File: config.mk
export PLATFORM = sky130hd
export DESIGN_NAME = decode_ctrl_stage
export DESIGN_NICKNAME = d
export VERILOG_FILES = /design/src/rtl/decode_ctrl_stage.sv
export SDC_FILE = /design/constraint.sdc
export NUM_CORES = 1
export LEC_CHECK = 0
export CORE_MARGIN = 4
export CORE_UTILIZATION = 51
export DETAILED_ROUTE_END_ITERATION = 16
export PLACE_DENSITY = 0.8
export SETUP_SLACK_MARGIN = 0.3
export SYNTH_ARGS = -nofsm -noshare
export SYNTH_HDL_FRONTEND = slang
export SYNTH_SLANG_ARGS = --single-unit
File: constraint.sdc
create_clock -name clk -period 10.08 [get_ports clk]
set_input_delay 3.024 -clock clk [delete_from_list [all_inputs] [get_ports clk]]
set_output_delay 3.024 -clock clk [all_outputs]
set_load 0.02 [all_outputs]
File: src/rtl/decode_ctrl_stage.sv
// decode_ctrl_stage: registered RV32I (+ optional M) decode stage with a skid FIFO.
// Each instruction accepted from fetch is decoded into an rv32i_control_word (plus
// mul/div and illegal flags) and queued. Execute consumes entries from the head.
//   clk, rst (sync, active-low), flush      : clock / reset / discard queued entries
//   in_valid, in_ready, in_instr, in_pc      : fetch-side handshake and payload
//   out_valid, out_ready, out_ctrl, out_pc,
//   out_instr, out_muldiv, out_mdop,
//   out_illegal                              : execute-side handshake and head entry
//   illegal_count                            : saturating count of accepted illegal entries

package pcmux;
  typedef enum logic [1:0] {pc_plus4 = 2'b00, alu_out = 2'b01, alu_mod2 = 2'b10} pcmux_sel_t;
endpackage

package cmpmux;
  typedef enum logic {rs2_out = 1'b0, i_imm = 1'b1} cmpmux_sel_t;
endpackage

package alumux;
  typedef enum logic {rs1_out = 1'b0, pc_out = 1'b1} alumux1_sel_t;
  typedef enum logic [2:0] {
    i_imm = 3'd0, u_imm = 3'd1, b_imm = 3'd2, s_imm = 3'd3, j_imm = 3'd4, rs2_out = 3'd5
  } alumux2_sel_t;
endpackage

package regfilemux;
  typedef enum logic [3:0] {
    alu_out = 4'd0, br_en = 4'd1, u_imm = 4'd2, lw = 4'd3, pc_plus4 = 4'd4,
    lb = 4'd5, lbu = 4'd6, lh = 4'd7, lhu = 4'd8
  } regfilemux_sel_t;
endpackage

package rv32i_types;
  typedef enum logic [6:0] {
    op_lui = 7'b0110111, op_auipc = 7'b0010111, op_jal = 7'b1101111, op_jalr = 7'b1100111,
    op_br = 7'b1100011, op_load = 7'b0000011, op_store = 7'b0100011, op_imm = 7'b0010011,
    op_reg = 7'b0110011
  } rv32i_opcode;

  typedef enum logic [2:0] {
    beq = 3'b000, bne = 3'b001, blt = 3'b100, bge = 3'b101, bltu = 3'b110, bgeu = 3'b111
  } branch_funct3_t;

  typedef enum logic [2:0] {
    alu_add = 3'b000, alu_sll = 3'b001, alu_sra = 3'b010, alu_sub = 3'b011,
    alu_xor = 3'b100, alu_srl = 3'b101, alu_or = 3'b110, alu_and = 3'b111
  } alu_ops;

  typedef struct packed {
    logic [6:0]                   opcode;
    alu_ops                       aluop;
    branch_funct3_t               cmpop;
    pcmux::pcmux_sel_t            pcmux_sel;
    cmpmux::cmpmux_sel_t          cmpmux_sel;
    alumux::alumux1_sel_t         alumux1_sel;
    alumux::alumux2_sel_t         alumux2_sel;
    regfilemux::regfilemux_sel_t  regfilemux_sel;
    logic [3:0]                   byte_enable;
    logic                         regfile_load;
    logic                         mem_read;
    logic                         mem_write;
  } rv32i_control_word;
endpackage

module decode_ctrl_stage
  import rv32i_types::*;
#(
  parameter int XLEN       = 32,
  parameter int SKID_DEPTH = 2,
  parameter int ENABLE_M   = 1,
  parameter int CNT_W      = 16
) (
  input  logic              clk,
  input  logic              rst,
  input  logic              flush,
  input  logic              in_valid,
  output logic              in_ready,
  input  logic [31:0]       in_instr,
  input  logic [XLEN-1:0]   in_pc,
  output logic              out_valid,
  input  logic              out_ready,
  output rv32i_control_word out_ctrl,
  output logic [XLEN-1:0]   out_pc,
  output logic [31:0]       out_instr,
  output logic              out_muldiv,
  output logic [2:0]        out_mdop,
  output logic              out_illegal,
  output logic [CNT_W-1:0]  illegal_count
);

  localparam int PW = (SKID_DEPTH > 1) ? $clog2(SKID_DEPTH) : 1;
  localparam int CW = $clog2(SKID_DEPTH + 1);

  typedef struct packed {
    rv32i_control_word ctrl;
    logic [XLEN-1:0]   pc;
    logic [31:0]       instr;
    logic              muldiv;
    logic [2:0]        mdop;
    logic              illegal;
  } entry_t;

  entry_t            mem_q [SKID_DEPTH];
  logic [PW-1:0]     wr_ptr_q, wr_ptr_d, rd_ptr_q, rd_ptr_d;
  logic [CW-1:0]     count_q, count_d;
  logic [CNT_W-1:0]  illegal_cnt_q, illegal_cnt_d;

  rv32i_control_word dec_ctrl;
  logic              dec_muldiv, dec_illegal;
  logic [2:0]        funct3;
  logic [6:0]        funct7;
  logic              push, pop;
  entry_t            head;

  assign funct3 = in_instr[14:12];
  assign funct7 = in_instr[31:25];

  // Decode; any illegal encoding collapses the word to zero except the opcode field.
  always_comb begin
    dec_ctrl                = '0;
    dec_ctrl.opcode         = in_instr[6:0];
    dec_ctrl.aluop          = alu_add;
    dec_ctrl.cmpop          = beq;
    dec_ctrl.pcmux_sel      = pcmux::pc_plus4;
    dec_ctrl.cmpmux_sel     = cmpmux::rs2_out;
    dec_ctrl.alumux1_sel    = alumux::rs1_out;
    dec_ctrl.alumux2_sel    = alumux::i_imm;
    dec_ctrl.regfilemux_sel = regfilemux::alu_out;
    dec_ctrl.byte_enable    = 4'b1111;
    dec_muldiv              = 1'b0;
    dec_illegal             = 1'b0;
    case (in_instr[6:0])
      op_lui: begin
        dec_ctrl.regfile_load   = 1'b1;
        dec_ctrl.regfilemux_sel = regfilemux::u_imm;
      end
      op_auipc: begin
        dec_ctrl.regfile_load = 1'b1;
        dec_ctrl.alumux1_sel  = alumux::pc_out;
        dec_ctrl.alumux2_sel  = alumux::u_imm;
      end
      op_jal: begin
        dec_ctrl.regfile_load   = 1'b1;
        dec_ctrl.alumux1_sel    = alumux::pc_out;
        dec_ctrl.alumux2_sel    = alumux::j_imm;
        dec_ctrl.pcmux_sel      = pcmux::alu_out;
        dec_ctrl.regfilemux_sel = regfilemux::pc_plus4;
      end
      op_jalr: begin
        dec_illegal             = (funct3 != 3'b000);
        dec_ctrl.regfile_load   = 1'b1;
        dec_ctrl.pcmux_sel      = pcmux::alu_mod2;
        dec_ctrl.regfilemux_sel = regfilemux::pc_plus4;
      end
      op_br: begin
        dec_illegal          = (funct3 == 3'b010) || (funct3 == 3'b011);
        dec_ctrl.cmpop       = branch_funct3_t'(funct3);
        dec_ctrl.alumux1_sel = alumux::pc_out;
        dec_ctrl.alumux2_sel = alumux::b_imm;
      end
      op_load: begin
        dec_ctrl.regfile_load = 1'b1;
        dec_ctrl.mem_read     = 1'b1;
        case (funct3)
          3'b000:  dec_ctrl.regfilemux_sel = regfilemux::lb;
          3'b001:  dec_ctrl.regfilemux_sel = regfilemux::lh;
          3'b010:  dec_ctrl.regfilemux_sel = regfilemux::lw;
          3'b100:  dec_ctrl.regfilemux_sel = regfilemux::lbu;
          3'b101:  dec_ctrl.regfilemux_sel = regfilemux::lhu;
          default: dec_illegal = 1'b1;
        endcase
      end
      op_store: begin
        dec_ctrl.mem_write   = 1'b1;
        dec_ctrl.alumux2_sel = alumux::s_imm;
        case (funct3)
          3'b000:  dec_ctrl.byte_enable = 4'b0001;
          3'b001:  dec_ctrl.byte_enable = 4'b0011;
          3'b010:  dec_ctrl.byte_enable = 4'b1111;
          default: dec_illegal = 1'b1;
        endcase
      end
      op_imm: begin
        dec_ctrl.regfile_load = 1'b1;
        case (funct3)
          3'b001: begin
            dec_illegal    = (funct7 != 7'b0000000);
            dec_ctrl.aluop = alu_sll;
          end
          3'b101: begin
            dec_illegal    = (funct7 != 7'b0000000) && (funct7 != 7'b0100000);
            dec_ctrl.aluop = funct7[5] ? alu_sra : alu_srl;
          end
          3'b010, 3'b011: begin
            dec_ctrl.cmpop          = funct3[0] ? bltu : blt;
            dec_ctrl.cmpmux_sel     = cmpmux::i_imm;
            dec_ctrl.regfilemux_sel = regfilemux::br_en;
          end
          default: dec_ctrl.aluop = alu_ops'(funct3);
        endcase
      end
      op_reg: begin
        dec_ctrl.regfile_load = 1'b1;
        if (funct7 == 7'b0000001 && ENABLE_M != 0) begin
          dec_muldiv = 1'b1;
        end else if (funct7 == 7'b0000000 ||
                     (funct7 == 7'b0100000 && (funct3 == 3'b000 || funct3 == 3'b101))) begin
          dec_ctrl.alumux2_sel = alumux::rs2_out;
          case (funct3)
            3'b000: dec_ctrl.aluop = funct7[5] ? alu_sub : alu_add;
            3'b101: dec_ctrl.aluop = funct7[5] ? alu_sra : alu_srl;
            3'b010, 3'b011: begin
              dec_ctrl.cmpop          = funct3[0] ? bltu : blt;
              dec_ctrl.regfilemux_sel = regfilemux::br_en;
            end
            default: dec_ctrl.aluop = alu_ops'(funct3);
          endcase
        end else begin
          dec_illegal = 1'b1;
        end
      end
      default: dec_illegal = 1'b1;
    endcase
    if (dec_illegal) begin
      dec_ctrl        = '0;
      dec_ctrl.opcode = in_instr[6:0];
      dec_muldiv      = 1'b0;
    end
  end

  function automatic logic [PW-1:0] ptr_inc(input logic [PW-1:0] p);
    return (p == PW'(SKID_DEPTH - 1)) ? '0 : p + 1'b1;
  endfunction

  assign out_valid = (count_q != '0);
  // in_ready depends only on registered occupancy and rst, never on out_ready.
  assign in_ready  = rst && (count_q < CW'(SKID_DEPTH));
  assign push      = in_valid && in_ready && !flush;
  assign pop       = out_valid && out_ready && !flush;

  always_comb begin
    wr_ptr_d      = wr_ptr_q;
    rd_ptr_d      = rd_ptr_q;
    count_d       = count_q;
    illegal_cnt_d = illegal_cnt_q;
    if (flush) begin
      wr_ptr_d = '0;
      rd_ptr_d = '0;
      count_d  = '0;
    end else begin
      if (push) wr_ptr_d = ptr_inc(wr_ptr_q);
      if (pop)  rd_ptr_d = ptr_inc(rd_ptr_q);
      if (push && !pop)      count_d = count_q + 1'b1;
      else if (pop && !push) count_d = count_q - 1'b1;
      if (push && dec_illegal && (illegal_cnt_q != '1)) illegal_cnt_d = illegal_cnt_q + 1'b1;
    end
  end

  always_ff @(posedge clk) begin
    if (!rst) begin
      wr_ptr_q      <= '0;
      rd_ptr_q      <= '0;
      count_q       <= '0;
      illegal_cnt_q <= '0;
    end else begin
      wr_ptr_q      <= wr_ptr_d;
      rd_ptr_q      <= rd_ptr_d;
      count_q       <= count_d;
      illegal_cnt_q <= illegal_cnt_d;
    end
  end

  always_ff @(posedge clk) begin
    if (push) begin
      mem_q[wr_ptr_q] <= '{ctrl: dec_ctrl, pc: in_pc, instr: in_instr, muldiv: dec_muldiv,
                            mdop: dec_muldiv ? funct3 : 3'b000, illegal: dec_illegal};
    end
  end

  // Outputs read as zero whenever the queue is empty, so reset clears them without
  // needing to reset the storage array.
  always_comb begin
    head = '0;
    if (out_valid) head = mem_q[rd_ptr_q];
  end

  assign out_ctrl      = head.ctrl;
  assign out_pc        = head.pc;
  assign out_instr     = head.instr;
  assign out_muldiv    = head.muldiv;
  assign out_mdop      = head.mdop;
  assign out_illegal   = head.illegal;
  assign illegal_count = illegal_cnt_q;

endmodule

# == After elaboration in Yosys (flattened, before gate mapping) ==
# Memory sizes are Yosys's and may differ from the RTL's. A register that Yosys moved wholly into a read port is not among the register bits.
# Cells that the tools add are included.
# word_totals
reg_bits,20
ram_bits,200
inputBits,69
output_inout_bits,118
wordCells,108
mem_count,1
# mem_list
memory,depth,width,read_ports,rd_ports_with_merged_regs,wr,line_no,rtl
mem_q,2,100,1,1,1,103,entry_t mem_q [SKID_DEPTH];
# classes
add_sub_neg,5
n_lt_le_gt_ge,1
n_eq_ne,18
n_mux,45
bitwise,2
reduce_logical,32
# op_table
op,n
$mux W100,1
$pmux W4 S5,2
$eq A7 B6 Y1 const B,4
$pmux W3 S3,3
$mux W24,1
$eq A7 B7 Y1 const B,3
$mux W1,20
$add A16 B1 Y16 const B,1
$ne A16 B16 Y1 const B,1
$pmux W3 S5,1
$eq A7 B5 Y1 const B,2
$mux W7,2
$mux W6,2
$logic_and A1 B1 Y1,11
$mux W3,3
$reduce_or A3 Y1,3
$mux W2,4
$pmux W4 S2,1
$eq A7 B1 Y1 const B,1
$eq A7 B2 Y1 const B,1
$logic_not A7 Y1,1
$ne A7 B6 Y1 const B,1
$pmux W1 S7,1
$reduce_bool A7 Y1,1
other kinds (21),32

# == Longest topological paths before layout ==
# logic_depth
depth_word,10
ltp_mapped,10

# == Worst setup path before layout ==
# OpenSTA, ideal clock, no wires.
# synth_path
path_type,input -> register
start,in flush
end,"mem mem_q[0][0] (netlist bit), enable pin"
setup_ps,543
t_arrival_ps,7565
required_ps,9537
setup_slack_ps,1971
cell_stages,3
path_buffers,0
path_cell_list,nand2b_1 -> or3b_2 -> nor2_1
# synth_between
elab_chain_cells,4
# synth_lines
item,line_no,rtl
start: declaration,75,"input logic flush,"
$logic_not A1 Y1,238,assign push = in_valid && in_ready && !flush;
$logic_and A1 B1 Y1,238,
$mux W1,274,if (push) begin
$mux W1,276,"mdop: dec_muldiv ? funct3 : 3'b000, illegal: dec_illegal};"
end: declaration,103,
# No other way between the ends.

# == Worst setup path after layout ==
# layout_path
start,in rst
end,out in_ready
# layout_between
elab_chain_cells,1
# layout_lines
item,line_no,rtl
start: declaration,74,"input logic rst,"
$logic_and A1 B1 Y1,237,assign in_ready = rst && (count_q < CW'(SKID_DEPTH));
end: declaration,77,"output logic in_ready,"
# No other way between the ends.

==> results.md <==
* Largest family of logic cells by synthesized area: simple AND/OR/NAND/NOR gates
* Die Height at 138 um
* Critical path arrival at 4.89 ns
* Resized cells post-CTS at 0
* CTS H-tree lvls at 1
* Post-route cell area at 0.0113 sq mm
* Commonest non-fill, non-tap cell in the layout: clkdlybuf4s50_1
* Cell Count, Final, Fillers Out at 1042
* Hold Buf Count CTS at 0
* Cell Area, Placed at 0.0106 sq mm
* Synth warn at 0
* Worst-Margin Slew at 1.19 ns
* Yosys reg bits at 205
* Mux contribution to synthesized area at 11.9%
* P_leak at roughly 3.5 nW
* DIE AREA at 0.0191 sq mm
* Synth Area in Adders at 0.289%
* Clk buf depth at 3
* Unrepaired setup endpoints after global routing: no
* Reg area at 0.00595 sq mm
* GRT Total Usage at approximately a fifth
* Slew HR at 19.7%
* Status: finished clean
* Total grt overflow at 0
* Final #Nets at 879
* Worst-Skew Late Latency at between 0.4 and 0.5 ns
* First-pass GRT wire length at between 30 and 40 mm
* Slowest-stage cell, CP: clkdlybuf4s50_1
* Die X-Extent at 138 um
* Vias in the first global route at 5766
* Max VDD drop at 97.1 uV
* Total power at 1.81 mW
* Drt wl/cell at 18.3 um
* Largest stage delay, worst path at 0.89 ns
* I/O Buffers at 186
* Top FF cell, synth: edfxtp_1
* Max-cap violations at 0
* Worst hold path type: reg2reg
* Drt via density at 5.43
* Crit. End Element: primary output
* Post-route ant nets at 0
* Asr flop ratio synth at 0%
* WL final at 19.1 mm
* Crit Path Max Fanout at 20
* Starting DRT DRC Count at 388
* Endpoints failing setup at 0
* Setup bufs post-CTS at 0
* Drt pass-1 iters at 5
* Synth cell types at 50
* Ports at approximately 190
* Share of cells above drive strength 1 at 5.72%
* Final Hold Violating Endpoints at 0
* Clock Sink Count at 205
* Multi-input logic area at 0.00245 sq mm
* Initial Util at between 50% and 60%
* Commonest non-fill, non-tap cells in the layout: clkdlybuf4s50_1, edfxtp_1, nor2_1
* DP Cell Count at approximately 1000
* Compound-cell area share of the yosys netlist at 3.23%
* CTS tree: yes
* Pre-CTS setup slack at about 2.2 ns
* Layout area overhead at 30.3%
* Synthesized instance count at approximately 640
* HPWL Detailed at 12.7 mm
* Clock buffers created by TritonCTS at 21
* DRC at 0
* Clock skew at 0.00808 ns
* Cell mode on critical path: clkdlybuf4s50_1
* Final worst slack at approximately 2.2 ns
* Pins Over Slew Limit at 0
* Filler cell count at 1145
* Cell area after synthesis at 0.00864 sq mm
* Min cycle time layout at ~8 ns
* Area share of and/or/nand/nor cells after synthesis at 12.2%
* CP Class: in2out
* Syn_area_per_cell at about 14 sq um
* Final Hold Slack at 0.507 ns
* CTS root buf: clkbuf_16
* Initial antenna violation count at 0
* Sequential fraction of the synthesis area at 68.8%
* Xor and xnor area share after synthesis at 0.507%
* Syn Nets at 710
* Core area at 0.0166 sq mm
* CTS clk-pin slew, worst paths at 0.05 ns
* Post-synth EDFFs at roughly 180
* Crit path cell chain: clkdlybuf4s50_1 > inv_1 > nor2_1 > clkdlybuf4s50_1
* Crit path launch type: primary input
* Via count at 5653
* Setup TNS at 0 ns
* Finished Core Util at 67.9%
* GPL Wtd Cong at 0.873
* Achievable Freq at 126 MHz
* FP Rows at 47
* Final Cycle Share at 78.5%
* Ant. Diodes at 0
* PwrDens at 161 mW/mm^2
* Pin count of the biggest net entering global routing at between 90 and 100
* CP required at 7.06 ns
==> Yosys cell counts, types with 2 or more instances <==
library cell | instances | area, sq um
o21ai_0 | 9 | 45.0
buf_4 | 8 | 60.1
buf_6 | 4 | 45.0
and2_1 | 6 | 37.5
xor2_1 | 4 | 35.0
nand3b_1 | 2 | 15.0
clkbuf_1 | 26 | 97.6
nand2_1 | 27 | 101
nor4_1 | 4 | 25.0
a31oi_1 | 2 | 12.5
nor3_1 | 10 | 50.1
mux2i_1 | 103 | 1030
buf_2 | 2 | 10.0
a211oi_1 | 3 | 22.5
edfxtp_1 | 184 | 5530
nand2b_1 | 11 | 68.8
ha_1 | 2 | 25.0
and3_1 | 5 | 31.3
inv_1 | 9 | 33.8
nor2b_1 | 3 | 18.8
nand3_1 | 11 | 55.1
a21oi_1 | 16 | 80.1
or2_2 | 2 | 12.5
a31o_2 | 2 | 17.5
a22o_1 | 2 | 17.5
nor2_1 | 121 | 454
buf_1 | 4 | 15.0
or3_1 | 7 | 43.8
dfxtp_1 | 21 | 420
nand4_1 | 9 | 56.3
==> sequential cells by signal, summed over array words and instances (netlist names), named ones only <==
signal / flops
illegal_count: 16
rd_ptr_q: 1
count_q: 2
wr_ptr_q: 1
mem_q: 184
==> cell type report <==
cell class              count  area share (%)
flip-flops and latches    205            52.8
repair buffers            190            16.8
inverters                  10           0.344
multi-input cells         380            21.8
clock buffers              29            5.20
clock inverters             8           0.622
well taps                 220            2.44
==> worst paths after layout <==
path	start	end	slack [ns]	cells past startpoint
max reg2reg	count_q[1]$_SDFFE_PP0P_	illegal_count[15]$_SDFFE_PN0P_	7.39	5
min reg2reg	illegal_count[0]$_SDFFE_PN0P_	illegal_count[0]$_SDFFE_PN0P_	0.51	1
max	rst	in_ready	2.17	4
min	illegal_count[0]$_SDFFE_PN0P_	illegal_count[0]$_SDFFE_PN0P_	0.51	1
==> per-layer routing <==
metal,global-route usage [%],routed length (um),up-vias
met5,0,0,-
met3,4.04,1480,34
met2,32.3,9310,246
li1,-,-,2671
met1,26.0,7940,2702
met4,4.42,343,0
==> where the power goes <==
group	switching [mW]	internal, mW
Clock	0.298	0.432
Sequential	0.00509	0.939
Combinational	0.0756	0.0647
==> cell families (layout without fill, tap and decap cells) <==
| family | count (synthesis) | after routing |
|---|---|---|
| multiplexers | 103 | 103 |
| flip-flops | 205 | 205 |
| AND/OR/NAND/NOR | 226 | 226 |
| adder cells (fa/ha/maj) | 2 | 2 |
| AO/OA/AOI/OAI | 44 | 44 |
| buffers and inverters | 54 | 237 |
| XOR/XNOR | 5 | 5 |
==> critical path: cells and delay by family <==
family / cells / cell delay [ns]
AND/OR/NAND/NOR: 1 / 0.14
buffers and inverters: 3 / 1.72
No activity file was read; power rests on OpenSTA's default activity.
